<file path="config.mk">
export PLATFORM = sky130hd
export DESIGN_NAME = ps2_key_fifo
export DESIGN_NICKNAME = d
export VERILOG_FILES = /design/src/rtl/ps2_key_fifo.sv
export SDC_FILE = /design/constraint.sdc
export NUM_CORES = 1
export LEC_CHECK = 0
export BUFFER_PORTS_ARGS = -buffer_cell sky130_fd_sc_hd__buf_4
export CORE_MARGIN = 2
export CORE_UTILIZATION = 42
export DETAILED_ROUTE_END_ITERATION = 6
export SKIP_LAST_GASP = 1
export SYNTH_ARGS = -nofsm -noshare
export SYNTH_HDL_FRONTEND = slang
export SYNTH_SLANG_ARGS = --single-unit
</file>
<file path="constraint.sdc">
create_clock -name clk -period 3 [get_ports clk]
set_input_delay 0.45 -clock clk [delete_from_list [all_inputs] [get_ports clk]]
set_output_delay 0.45 -clock clk [all_outputs]
set_load 0.02 [all_outputs]
</file>
<file path="src/rtl/ps2_key_fifo.sv">
// PS/2 key byte FIFO with a 16-bit status/data word for MCU port 4.
// Defining PS2_KEY_FIFO_IRQ_EN builds a registered non-empty interrupt request.
module ps2_key_fifo #(
  parameter int DEPTH_LOG2 = 3
) (
  input  logic        clk,
  input  logic        reset_n,
  input  logic [7:0]  key_data,
  input  logic        key_strobe,
  input  logic        pop_toggle,
  input  logic        flush_toggle,
  output logic [15:0] port_word,
  output logic        irq
);

  localparam int DEPTH = 1 << DEPTH_LOG2;
  localparam int CW    = DEPTH_LOG2 + 1;

  logic                  strobe_q;
  logic [2:0]            pop_sync_q;
  logic [2:0]            flush_sync_q;
  logic [7:0]            mem_q [DEPTH];
  logic [DEPTH_LOG2-1:0] wr_ptr_q, wr_ptr_d;
  logic [DEPTH_LOG2-1:0] rd_ptr_q, rd_ptr_d;
  logic [CW-1:0]         count_q, count_d;
  logic                  ovf_q, ovf_d;

  logic push_evt, pop_evt, flush_evt;
  logic full, empty;
  logic do_push, do_pop;

  // Toggle inputs come from the slower MCU clock: two sync flops, then a history flop.
  assign pop_evt   = pop_sync_q[1] ^ pop_sync_q[2];
  assign flush_evt = flush_sync_q[1] ^ flush_sync_q[2];
  assign push_evt  = key_strobe & ~strobe_q & (key_data != 8'h00);

  assign full  = (count_q == CW'(DEPTH));
  assign empty = (count_q == '0);

  always_comb begin
    do_pop   = ~flush_evt & pop_evt & ~empty;
    // A pop on the same edge frees a slot, so a full FIFO still accepts the push.
    do_push  = ~flush_evt & push_evt & (~full | do_pop);
    wr_ptr_d = wr_ptr_q;
    rd_ptr_d = rd_ptr_q;
    count_d  = count_q;
    ovf_d    = ovf_q;
    if (flush_evt) begin
      wr_ptr_d = '0;
      rd_ptr_d = '0;
      count_d  = '0;
      ovf_d    = 1'b0;
    end else begin
      wr_ptr_d = wr_ptr_q + DEPTH_LOG2'(do_push);
      rd_ptr_d = rd_ptr_q + DEPTH_LOG2'(do_pop);
      count_d  = count_q + CW'(do_push) - CW'(do_pop);
      if (push_evt && full && !do_pop) ovf_d = 1'b1;
    end
  end

  always_ff @(posedge clk or negedge reset_n) begin
    if (!reset_n) begin
      strobe_q     <= 1'b0;
      pop_sync_q   <= '0;
      flush_sync_q <= '0;
      wr_ptr_q     <= '0;
      rd_ptr_q     <= '0;
      count_q      <= '0;
      ovf_q        <= 1'b0;
      for (int i = 0; i < DEPTH; i++) mem_q[i] <= '0;
    end else begin
      strobe_q     <= key_strobe;
      pop_sync_q   <= {pop_sync_q[1:0], pop_toggle};
      flush_sync_q <= {flush_sync_q[1:0], flush_toggle};
      wr_ptr_q     <= wr_ptr_d;
      rd_ptr_q     <= rd_ptr_d;
      count_q      <= count_d;
      ovf_q        <= ovf_d;
      if (do_push) mem_q[wr_ptr_q] <= key_data;
    end
  end

  assign port_word = {~empty, ovf_q, 2'b00, 4'(count_q),
                      empty ? 8'h00 : mem_q[rd_ptr_q]};

`ifdef PS2_KEY_FIFO_IRQ_EN
  logic irq_q;

  always_ff @(posedge clk or negedge reset_n) begin
    if (!reset_n) irq_q <= 1'b0;
    else          irq_q <= (count_d != '0);
  end

  assign irq = irq_q;
`else
  assign irq = 1'b0;
`endif

endmodule

</file>
Yosys cells after proc, flatten, opt, wreduce, memory -nomap -nowiden
Cells that the tools add are included.
{"block": "totals", "ff_bits": 82, "inputBits": 13}
{"block": "classes", "n_addsub": 4, "reduce_logical": 7, "n_bitwise": 15, "n_lt_le_gt_ge": 3, "n_mux": 12, "eq_ne": 1}
{"op": "64-bit bitwise mux", "n": 1}
{"op": "8-bit 2-to-1 mux", "n": 4}
{"op": "8-bit binary-select mux with 3-bit select", "n": 1}
{"op": "8-bit demux with 3-bit select", "n": 1}
{"op": "4-bit >= comparator, second input constant", "n": 2}
{"op": "3-bit NOT with 4-bit output", "n": 2}
{"op": "8-bit nonzero test", "n": 1}
{"op": "3-bit by 1-bit adder with 3-bit output", "n": 2}
{"op": "1-bit bitwise AND", "n": 6}
{"op": "3-bit 2-to-1 mux", "n": 2}
{"op": "4-bit by 1-bit adder with 4-bit output", "n": 1}
{"op": "4-bit equality test, second input constant", "n": 1}
{"op": "4-bit logical NOT", "n": 1}
{"op": "4-bit by 1-bit < comparator with 1-bit output, second input constant", "n": 1}
{"op": "4-bit 2-to-1 mux", "n": 1}
{"op": "1-bit NOT", "n": 4}
{"op": "4-bit by 1-bit subtractor with 4-bit output", "n": 1}
{"op": "1-bit logical AND", "n": 3}
{"op": "1-bit 2-to-1 mux", "n": 2}
{"op": "2-bit nonzero test", "n": 1}
{"op": "1-bit bitwise XOR", "n": 2}
{"op": "1-bit logical NOT", "n": 1}
{"op": "1-bit bitwise OR", "n": 1}

Depth between registers and ports, before layout
{"block": "depth", "depth_word": 9, "ltp_mapped": 12, "ltp_nobuf": 11}

Worst setup path after synthesis
Ideal clock, no wire load.
{"block": "synth_timing", "path_type": "in2reg", "startpoint": "input key_data[5]", "endpoint": "register count_q[1]", "t_arrival_ns": 2.475, "setup_ns": 0.120, "required_ns": 2.880, "path_slack_ns": 0.405, "path_buffers": 0, "stages": 8, "cell_sequence": "or4_1 o2111a_2 nand2_1 ha_1 inv_1 ha_1 fa_1 and2_2"}
{"block": "synth_between", "elab_chain_len": 7}
{"element": "start, declared", "line_no": "8", "rtl": "input logic [7:0] key_data,"}
{"element": "8-bit nonzero test", "line_no": "35", "rtl": "assign push_evt = key_strobe & ~strobe_q & (key_data != 8'h00);"}
{"element": "1-bit bitwise AND", "line_no": "35"}
{"element": "1-bit bitwise AND (2 in a row)", "line_no": "43", "rtl": "do_push = ~flush_evt & push_evt & (~full | do_pop);"}
{"element": "4-bit by 1-bit adder with 4-bit output", "line_no": "56", "rtl": "count_d = count_q + CW'(do_push) - CW'(do_pop);"}
{"element": "4-bit by 1-bit subtractor with 4-bit output", "line_no": "56"}
{"element": "4-bit 2-to-1 mux", "line_no": "48", "rtl": "if (flush_evt) begin"}
{"element": "named net count_d[1]", "line_no": "25", "rtl": "logic [CW-1:0] count_q, count_d;"}
{"element": "end signal, assigned", "line_no": "77", "rtl": "count_q <= count_d;"}
{"element": "end, declared", "line_no": "25"}
The timed path passes the listed nets, and every way through them passes these cells.
A chain may end at the register's enable or synchronous reset.

Worst setup path after layout
{"block": "layout_timing", "startpoint": "register flush_sync_q[2]", "endpoint": "register count_q[2]"}
{"block": "layout_between", "elab_chain_len": 9, "elab_cells_between_ends": 10}
{"element": "start, declared", "line_no": "21", "rtl": "logic [2:0] flush_sync_q;"}
{"element": "start signal, assigned", "line_no": "74", "rtl": "flush_sync_q <= {flush_sync_q[1:0], flush_toggle};"}
{"element": "1-bit bitwise XOR (*)", "line_no": "34", "rtl": "assign flush_evt = flush_sync_q[1] ^ flush_sync_q[2];"}
{"element": "1-bit NOT", "line_no": "41, 43"}
{"element": "1-bit bitwise AND (2 in a row)", "line_no": "41", "rtl": "do_pop = ~flush_evt & pop_evt & ~empty;"}
{"element": "1-bit bitwise OR", "line_no": "43"}
{"element": "1-bit bitwise AND", "line_no": "43"}
{"element": "4-bit by 1-bit adder with 4-bit output", "line_no": "56"}
{"element": "4-bit by 1-bit subtractor with 4-bit output", "line_no": "56"}
{"element": "4-bit 2-to-1 mux (*)", "line_no": "48"}
{"element": "named net count_d[2]", "line_no": "25"}
Mark *: on every way through the listed nets, which the timed path passes. The rest lies on a longest branch.

==> summary.md <==
| Metric | Value |
|---|---|
| Lkg Pwr | `2.07 nW` |
| Largest net degree at the start of global routing | `83` |
| Asr flop ratio synth | `100%` |
| PortBufs | `26` |
| WL/cell | `19.3 um` |
| Final WS setup | `0.478 ns` |
| Postcts setup bufs | `0` |
| Crit start category | `register` |
| Most frequent CP cell | `ha_1` |
| Worst-skew pair later-pin latency | `0.38 ns` |
| DR vias | `2176` |
| Critical path's top delay family | `adder cells` |
| Final Cycle Share | `84.1%` |
| Least-Margin Pin Slew | `1.06 ns` |
| Starting density of the core | `43.1%` |
| Count of final setup violators | `0` |
| Placed cells | `390` |
| CTS tree | `done` |
| Final Hold Slack | `0.185 ns` |
| Vias in the first global route | `2191` |
| Nets@finish | `314` |
| Post-synth EDFFs | `0` |
| Setup CP Type | `reg2reg` |
| Overflow after GRT | `0` |
| Initial antenna violation count | `0` |
| RSZ-0062 raised after global routing | `false` |
| Layout Skew | `0.0181 ns` |
| Fin. Hold Viols | `0` |
| Fraction of layout cells with a size suffix above 1 | `49.2%` |
| Main synth FF type | `dfrtp_1` |
| Final GP Congestion | `0.843` |
| CTS H-tree depth | `3` |
| Worst hold path type | `in2reg` |
| Iter 0 DRT Violations | `74` |
| Post-synthesis sequential area ratio | `52.0%` |
| Fin util | `48.9%` |
| Achievable Freq | `0.397 GHz` |
| Detailed Routing Iterations Pass 1 | `4` |
| Gr usage total | `17.0%` |
| Synthesis-to-finish area growth | `13.6%` |
| Total Neg Setup Slack | `0 ns` |
| CP max stage delay | `0.62 ns` |
| Max_cap viols | `0` |
| Setup WS pre-CTS | `0.221 ns` |
| Status | `finished, final reports clean` |
| Drt drc | `0` |
| Final Critical Period | `2.52 ns` |
| Die height | `101 um` |
| Max Buffers Root-to-Sink | `2` |
| Avg Inst Size Synth | `15.5 sq um` |
| CTS resizes | `0` |
| CTS Hold Bufs | `0` |
| Post-DP Area | `4270 sq um` |
| Final std cells w/o fill | `406` |
| Worst r2r src | `flush_sync_q[2]` |
| WP data required | `3.23 ns` |
| Reg clk slew, reported paths | `0.08 ns` |
| Area of the core | `9150 sq um` |
| CP Launch Point | `flush_sync_q[2]` |
| Clock sink count | `82` |
| Detail Placement HPWL | `4900 um` |
| Crit path cell chain | `xor2_1, nor3_1, ha_1, inv_1, ha_1, fa_1, xnor2_1, nor2_1` |
| Setup crit end kind | `register` |
| Crit path arrival time | `2.75 ns` |
| Total CTS buffers | `9` |
| Post-Synthesis Cell Area | `3940 sq um` |
| # diodes | `0` |
| CP bufs+invs | `1` |
| Peak VDD IR | `0.313 mV` |
| Slowest CP cell | `xor2_1` |
| Vias per cell | `5.36` |
| Design area | `4480 sq um` |
| Row cnt | `35` |
| Clk Tree Root Cell | `clkbuf_8` |
| Final Max Tran Viols | `0` |
| Slew headroom | `29.4%` |
| Pwr Density | `735 nW/um^2` |
| Min-Delay Startpoint | `pop_toggle` |
| CP max FO | `7` |
| Synth Instances | `255` |
| Global-route wire length before repair | `12600 um` |
| Die footprint | `10200 sq um` |
| IO Pins | `30` |
| PnR Total Power | `3.29 mW` |
| Yosys reg bits | `82` |
| Yosys warnings | `0` |
| Cell variety after synth | `39` |
| Die Width | `101 um` |
| DRT antenna net count | `0` |
| WL final | `7860 um` |
-- logic make-up (layout without fill, tap and decap cells) --
kind of cell	Yosys count	after routing	synth area share (%)
mux	88	88	29.6
other cells	1	3	0.0951
simple gates	40	40	7.74
fa+ha+maj	11	11	3.68
compound gates	7	7	2.63
flops	82	82	52.0
xor+xnor	7	7	1.75
buf+inv	19	57	2.41
-- area by class of cell --
| type | instances | area (sq um) |
|---|---|---|
| Multi-Input combinational cell | 156 | 1800 |
| Clock buffer | 9 | 124 |
| Sequential cell | 82 | 2050 |
| Timing Repair Buffer | 33 | 248 |
| Fill cell | 830 | 4670 |
| Tap cell | 111 | 139 |
| Inverter | 8 | 30.0 |
| Clock inverter | 7 | 83.8 |
-- placed cells by master, fill, tap and decap left out, types with 2 or more instances in the layout --
| cell | n |
|---|---|
| dfrtp_1 | 82 |
| or4_1 | 2 |
| inv_6 | 3 |
| nand3_2 | 2 |
| conb_1 | 3 |
| mux2_2 | 59 |
| inv_1 | 8 |
| nor2_1 | 14 |
| xnor2_1 | 5 |
| clkbuf_8 | 9 |
| mux2_4 | 2 |
| nor3b_1 | 2 |
| and2_2 | 6 |
| nand2_1 | 3 |
| mux2i_1 | 8 |
| mux4_2 | 16 |
| nor3_4 | 3 |
| ha_1 | 10 |
| nand3b_1 | 2 |
| mux2_1 | 3 |
| buf_4 | 33 |
-- sequential cells by signal (all words and copies together) (netlist names) --
register / flops
rd_ptr_q: 3
flush_sync_q: 3
pop_sync_q: 3
count_q: 4
strobe_q: 1
ovf_q: 1
wr_ptr_q: 3
mem_q: 64
-- worst paths after layout --
kind                              endpoint  slack (ns)  cells past startpoint
max in group asynchronous       count_q[3]        2.05                      1
hold reg to reg            flush_sync_q[1]        0.35                      0
hold / removal               pop_sync_q[0]        0.18                      1
setup reg to reg                count_q[2]        0.48                      8
setup / recovery                count_q[2]        0.48                      8
min in group asynchronous      wr_ptr_q[1]        0.26                      1
-- cell usage after synthesis (all sizes together), types with 2 or more instances --
| master | number | share of area [%] |
|---|---|---|
| nor3 | 4 | 1.4 |
| or4 | 2 | 0.38 |
| and2 | 7 | 1.3 |
| mux4 | 16 | 9.1 |
| nor2 | 14 | 1.3 |
| nor3b | 2 | 0.38 |
| ha | 10 | 3.2 |
| clkbuf | 3 | 0.29 |
| nand3b | 2 | 0.38 |
| mux2 | 64 | 18 |
| nand2 | 3 | 0.29 |
| inv | 8 | 0.76 |
| nand3 | 3 | 0.63 |
| xnor2 | 6 | 1.5 |
| buf | 7 | 1.1 |
| dfrtp | 82 | 52 |
| mux2i | 8 | 2.0 |
-- report_power, final --
group / switching, mW / internal [mW]
logic: 0.585 / 0.525
registers: 0.0794 / 1.25
clock network: 0.453 / 0.400
-- per-layer routing --
| layer | global-route usage (%) | share of wire [%] | up-vias |
|---|---|---|---|
| li1 | - | - | 1000 |
| met1 | 25.2 | 50 | 1135 |
| met2 | 24.2 | 46 | 28 |
| met3 | 4.09 | 2.4 | 13 |
| met4 | 6.85 | 1.7 | 0 |
| met5 | 0 | 0 | - |
No activity file was read; power rests on OpenSTA's default activity.
